--- src/rtl/dmem_lsu_ctrl.sv ---
// dmem_lsu_ctrl: single-outstanding load/store sequencer for a word-wide data RAM.
// Sub-word stores use read-modify-write. Load data is right-aligned and sign- or
// zero-extended. Rejected accesses complete with resp_err and leave memory alone.
module dmem_lsu_ctrl #(
  parameter int MEM_DEPTH = 1024,
  parameter int ADDR_W    = 10
) (
  input  logic              CLK,
  input  logic              RST,
  input  logic              req_valid,
  output logic              req_ready,
  input  logic              req_we,
  input  logic [2:0]        req_funct3,
  input  logic [31:0]       req_addr,
  input  logic [31:0]       req_wdata,
  output logic              resp_valid,
  output logic              resp_err,
  output logic [31:0]       resp_rdata,
  output logic [ADDR_W-1:0] mem_addr,
  output logic              mem_re,
  input  logic [31:0]       mem_rdata,
  output logic              mem_we,
  output logic [31:0]       mem_wdata
);

  typedef enum logic [2:0] {
    S_IDLE, S_RD, S_LDRESP, S_RMW, S_WR, S_ERR
  } state_t;

  localparam logic [31:0] DEPTH_W = 32'(MEM_DEPTH);

  state_t            state_q, state_d;
  logic              accept;
  logic              f3_bad, misalign, out_of_range, req_err;
  logic [1:0]        lane_p0;
  logic [2:0]        f3_p0;
  logic              we_p0;
  logic [31:0]       wdata_p0;
  logic [ADDR_W-1:0] waddr_p0;

  // Right-align the addressed lane of a RAM word and extend it per funct3.
  function automatic logic [31:0] load_extract(input logic [31:0] w,
                                               input logic [1:0]  lane,
                                               input logic [2:0]  f3);
    logic signed [7:0]  b;
    logic signed [15:0] h;
    case (lane)
      2'd0:    b = w[7:0];
      2'd1:    b = w[15:8];
      2'd2:    b = w[23:16];
      default: b = w[31:24];
    endcase
    h = lane[1] ? w[31:16] : w[15:0];
    case (f3)
      3'b000:  return 32'(b);
      3'b100:  return {24'd0, b};
      3'b001:  return 32'(h);
      3'b101:  return {16'd0, h};
      default: return w;
    endcase
  endfunction

  // Replace the addressed byte (f3[0]=0) or half (f3[0]=1) of a RAM word.
  function automatic logic [31:0] store_merge(input logic [31:0] w,
                                              input logic [1:0]  lane,
                                              input logic [2:0]  f3,
                                              input logic [31:0] wd);
    logic [31:0] r;
    r = w;
    if (!f3[0]) begin
      case (lane)
        2'd0:    r[7:0]   = wd[7:0];
        2'd1:    r[15:8]  = wd[7:0];
        2'd2:    r[23:16] = wd[7:0];
        default: r[31:24] = wd[7:0];
      endcase
    end else if (lane[1]) begin
      r[31:16] = wd[15:0];
    end else begin
      r[15:0] = wd[15:0];
    end
    return r;
  endfunction

  // Request legality: funct3 encoding, alignment and RAM range.
  always_comb begin
    f3_bad = 1'b0;
    case (req_funct3)
      3'b011, 3'b110, 3'b111: f3_bad = 1'b1;
      3'b100, 3'b101:         f3_bad = req_we;
      default:                f3_bad = 1'b0;
    endcase
    misalign     = ((req_funct3[1:0] == 2'b01) && req_addr[0]) ||
                   ((req_funct3 == 3'b010) && (req_addr[1:0] != 2'b00));
    out_of_range = {2'b00, req_addr[31:2]} >= DEPTH_W;
    req_err      = f3_bad || misalign || out_of_range;
  end

  assign accept = req_valid && req_ready;

  // Stage p0: capture the accepted request for the rest of the transaction.
  always_ff @(posedge CLK) begin
    if (accept) begin
      lane_p0  <= req_addr[1:0];
      f3_p0    <= req_funct3;
      we_p0    <= req_we;
      wdata_p0 <= req_wdata;
    end
  end

  // Latched RAM word address; cleared by reset so mem_addr idles at 0.
  always_ff @(posedge CLK) begin
    if (RST) begin
      waddr_p0 <= '0;
    end else if (accept) begin
      waddr_p0 <= req_addr[ADDR_W+1:2];
    end
  end

  // State register.
  always_ff @(posedge CLK) begin
    if (RST) begin
      state_q <= S_IDLE;
    end else begin
      state_q <= state_d;
    end
  end

  // Next-state logic.
  always_comb begin
    state_d = S_IDLE;
    case (state_q)
      S_IDLE: begin
        if (!accept)                       state_d = S_IDLE;
        else if (req_err)                  state_d = S_ERR;
        else if (req_we && (req_funct3 == 3'b010)) state_d = S_WR;
        else                               state_d = S_RD;
      end
      S_RD:    state_d = we_p0 ? S_RMW : S_LDRESP;
      default: state_d = S_IDLE;
    endcase
  end

  // Moore outputs; every strobe and response is suppressed while RST is high.
  always_comb begin
    req_ready  = 1'b0;
    resp_valid = 1'b0;
    resp_err   = 1'b0;
    resp_rdata = '0;
    mem_re     = 1'b0;
    mem_we     = 1'b0;
    mem_wdata  = '0;
    mem_addr   = waddr_p0;
    if (!RST) begin
      case (state_q)
        S_IDLE: req_ready = 1'b1;
        S_RD:   mem_re = 1'b1;
        S_LDRESP: begin
          resp_valid = 1'b1;
          resp_rdata = load_extract(mem_rdata, lane_p0, f3_p0);
        end
        S_RMW: begin
          mem_we     = 1'b1;
          mem_wdata  = store_merge(mem_rdata, lane_p0, f3_p0, wdata_p0);
          resp_valid = 1'b1;
        end
        S_WR: begin
          mem_we     = 1'b1;
          mem_wdata  = wdata_p0;
          resp_valid = 1'b1;
        end
        S_ERR: begin
          resp_valid = 1'b1;
          resp_err   = 1'b1;
        end
        default: ;
      endcase
    end
  end

endmodule

--- config.mk ---
export PLATFORM = sky130hd
export DESIGN_NAME = dmem_lsu_ctrl
export DESIGN_NICKNAME = d
export VERILOG_FILES = /design/src/rtl/dmem_lsu_ctrl.sv
export SDC_FILE = /design/constraint.sdc
export NUM_CORES = 1
export LEC_CHECK = 0
export CORE_ASPECT_RATIO = 1.1
export CORE_UTILIZATION = 28
export CTS_BUF_LIST = sky130_fd_sc_hd__clkbuf_4
export DETAILED_ROUTE_END_ITERATION = 8
export GPL_TIMING_DRIVEN = 0
export PLACE_DENSITY = 0.62
export REMOVE_ABC_BUFFERS = 1
export SYNTH_ARGS = -nofsm -noshare
export SYNTH_HDL_FRONTEND = slang
export SYNTH_SLANG_ARGS = --single-unit
--- constraint.sdc ---
create_clock -name CLK -period 4.2 [get_ports CLK]
set_input_delay 0.84 -clock CLK [delete_from_list [all_inputs] [get_ports CLK]]
set_output_delay 0.84 -clock CLK [all_outputs]
set_load 0.005 [all_outputs]
==> impl_metrics.py <==
metrics = {
    "placement": {
        "place_inst": 694,
        "io_buffer_count": 181,
        "hpwl_mm": 9.57,
        "gp_congestion": 0.788,
    },
    "clocking": {
        "ctsHtreeMaxLevel": 2,
        "cts.clk_slew.worst_paths_ps": 170,
        "cts_buffer_depth": 2,
        "clock_latency_ps": 400,
        "cts_root_buffer": "clkbuf_4",
        "cts_tree": "done",
        "cts.sinks": 51,
        "numCtsBuffers": 5,
    },
    "cells_and_area": {
        "drive_gt1_share_pct": 11.2,
        "instances_no_fill": 716,
        "n_antenna_cell": 0,
        "final_cell_mix": "180 x clkdlybuf4s50_1, 57 x nand2_1, 49 x a21oi_1, 38 x edfxtp_1, 24 x o21ai_0",
        "final_common_cell": "clkdlybuf4s50_1",
        "nets": 664,
        "area_delta_synth_final_pct": 60.6,
    },
    "timing": {
        "finalMaxSlewViolations": 0,
        "tightest_slew_ps": 862,
        "fmax_ghz": 0.254,
        "finalCriticalPeriod_ps": 3940,
        "fin_crit_sh_pct": 93.9,
        "hold_viol": 0,
        "setup_viol": 0,
        "rsz0062_at_grt": "no",
        "relSlewSlack_pct": 42.5,
        "finalClockSkew_ps": 20.6,
    },
    "synth": {
        "ys_seq_area_share_pct": 40.7,
        "syn_inst": 391,
        "synth_area_mm2": 0.00344,
        "async_flop_share_pct": 0,
        "synth_area_per_cell_um2": 8.81,
        "synth-edff-count": 38,
        "synth_flop_cell": "edfxtp_1",
        "ys_warn_count": 0,
        "yosysTopAreaCell": "edfxtp_1",
        "ys_types": 50,
        "synth_top_cell_area_share_pct": 33.1,
        "synth_area_leaders": "edfxtp_1 33%, dfxtp_1 7.6%, a21oi_1 7.1%",
        "ys_seq_elements": 51,
    },
    "floorplanning": {
        "fp.dieH_um": 118,
        "io_pins": 182,
        "core-area_mm2": 0.0120,
        "fp.dieArea_mm2": 0.0127,
        "initial_core_util_pct": 28.6,
        "die_x_um": 108,
        "core.rowCount": 42,
    },
    "pwr": {
        "p_seq_share_pct": 50.7,
        "comb_power_share_pct": 28.2,
        "swShare_pct": 30.6,
        "pwr_density_cell_mw_per_mm2": 212,
        "power.internal_uw": 814,
        "ir_drop_v": 0.000160,
        "p_total_mw": 1.17,
        "power_frac_clock_pct": 21.1,
        "power.switching_uw": 359,
        "leakage_nw": 1.83,
    },
    "detailed_routing": {
        "drt_iter0_drc": 387,
        "wl_per_cell_um": 20.2,
        "drcViolationCount": 0,
        "avgViaCountPerCell": 5.47,
        "vias": 3917,
        "drt_pass1_iterations": 7,
        "drt-total-wl_mm": 14.4,
        "drtAntennaViolNets": 0,
    },
    "global_routing": {
        "grt_pass1_vias": 3905,
        "globalRouteOverflowTotal": 0,
        "grt_start_max_net_pins": 42,
        "antenna_found_initial": 0,
        "grt_use_total_pct": 22.2,
        "grt_pass1_wl_mm": 21.5,
    },
    "hold_path": {
        "hold_class": "reg -> reg",
    },
    "critical_path": {
        "crit_type": "in -> out",
        "startpoint_type": "primary input",
        "arrival_ps": 3100,
        "reg2regPathDepth": 4,
        "crit_end": "resp_rdata[13]",
        "cp-end-kind": "output port",
        "startpoint": "mem_rdata[31]",
        "required_ps": 3360,
        "r2r_slack_ps": 1940,
        "r2r_start": "state_q[1]",
        "regToRegEndpoint": "wdata_p0[24]",
        "path_max_fanout": 7,
    },
    "flow_run": {
        "drv_cap": 0,
    },
    "run_status": {
        "status": "finished, final reports clean",
    },
}
registers in the layout, summed over array words and instances, names as in the netlist:
name	cells
mem_addr	10
state_q	3
lane_p0	2
we_p0	1
f3_p0	3
wdata_p0	32
critical path: stages:
cell	delay, ps
clkdlybuf4s50_1	490
mux4_2	540
nor3b_1	180
nor2_2	390
a21oi_1	170
clkdlybuf4s50_1	490
stage by stage:
| stage | hold WS [ps] | util (%) | setup WS, ps | TNS (ps) | instance area (µm²) |
|---|---|---|---|---|---|
| global route | 497 | 46.0 | 195 | 0 | 5530 |
| finish | 474 | 46.0 | 256 | 0 | 5530 |
| detailed placement | 454 | 44.3 | -624 | -15910 | 5340 |
| CTS | 476 | 45.4 | 77.8 | 0 | 5460 |
| global placement | 440 | 44.0 | -1510 | -91680 | 5290 |
| floorplan | 424 | - | 960 | 0 | 3290 |
synthesized netlist by cell type (9+ instances only):
library cell / instances
nor2_1: 15
nand2_1: 57
a21oi_2: 12
o21ai_0: 24
dfxtp_1: 13
inv_1: 23
nand3_1: 9
a21oi_1: 49
clkbuf_1: 20
edfxtp_1: 38
buf_2: 9
layer usage:
| metal | vias to the layer above | part of all wire, % | GRT usage (%) |
|---|---|---|---|
| met5 | - | 0 | 0 |
| met1 | 1821 | 39 | 26.5 |
| met2 | 245 | 49 | 39.2 |
| met4 | 0 | 2.8 | 6.68 |
| li1 | 1803 | - | - |
| met3 | 48 | 9.4 | 4.74 |
power by group through the flow:
stage / Sequential (mW) / Combinational [mW] / Clock (mW)
after global routing: 0.598 / 0.354 / 0.274
final: 0.595 / 0.330 / 0.248
after CTS: 0.597 / 0.321 / 0.254
after floorplan: 0.608 / 0.106 / 0
after global placement: 0.617 / 0.290 / 0
after detailed placement: 0.618 / 0.301 / 0
cells by family (layout without fill, tap and decap cells):
logic type	after synthesis	in the layout	synth area share, %
buf+inv	58	229	7.19
mux	13	13	4.40
flops	51	51	40.7
simple gates	108	108	15.3
xor+xnor	1	1	0.254
compound gates	160	160	32.2
timing repair:
item                                    4_1_cts  5_1_grt
buffers inserted                              7        7
hold buffers                                  0        0
gates resized for setup                       2        1
pin swaps                                     1        1
endpoints found under the setup margin       63       17
area by class of cell:
cell class,count,area (µm²)
fillers,1187,6500
repair buffers,197,1980
multi-input cells,282,1810
flip-flops and latches,51,1400
well taps,154,193
inverters,24,91.3
clock buffers,5,37.5
clock inverters,3,18.8
worst min path at each step:
stage	start	to	slack (ps)	cells after the start
6_report	mem_addr[4]	mem_addr[4]	470	2
5_1_grt	mem_addr[4]	mem_addr[4]	500	2
4_1_cts	mem_addr[1]	mem_addr[1]	480	2
3_5_place_dp	mem_addr[4]	mem_addr[4]	450	2
3_3_place_gp	we_p0	state_q[0]	440	2
2_1_floorplan	we_p0	state_q[0]	420	2
Power figures use the tool's default switching activity.
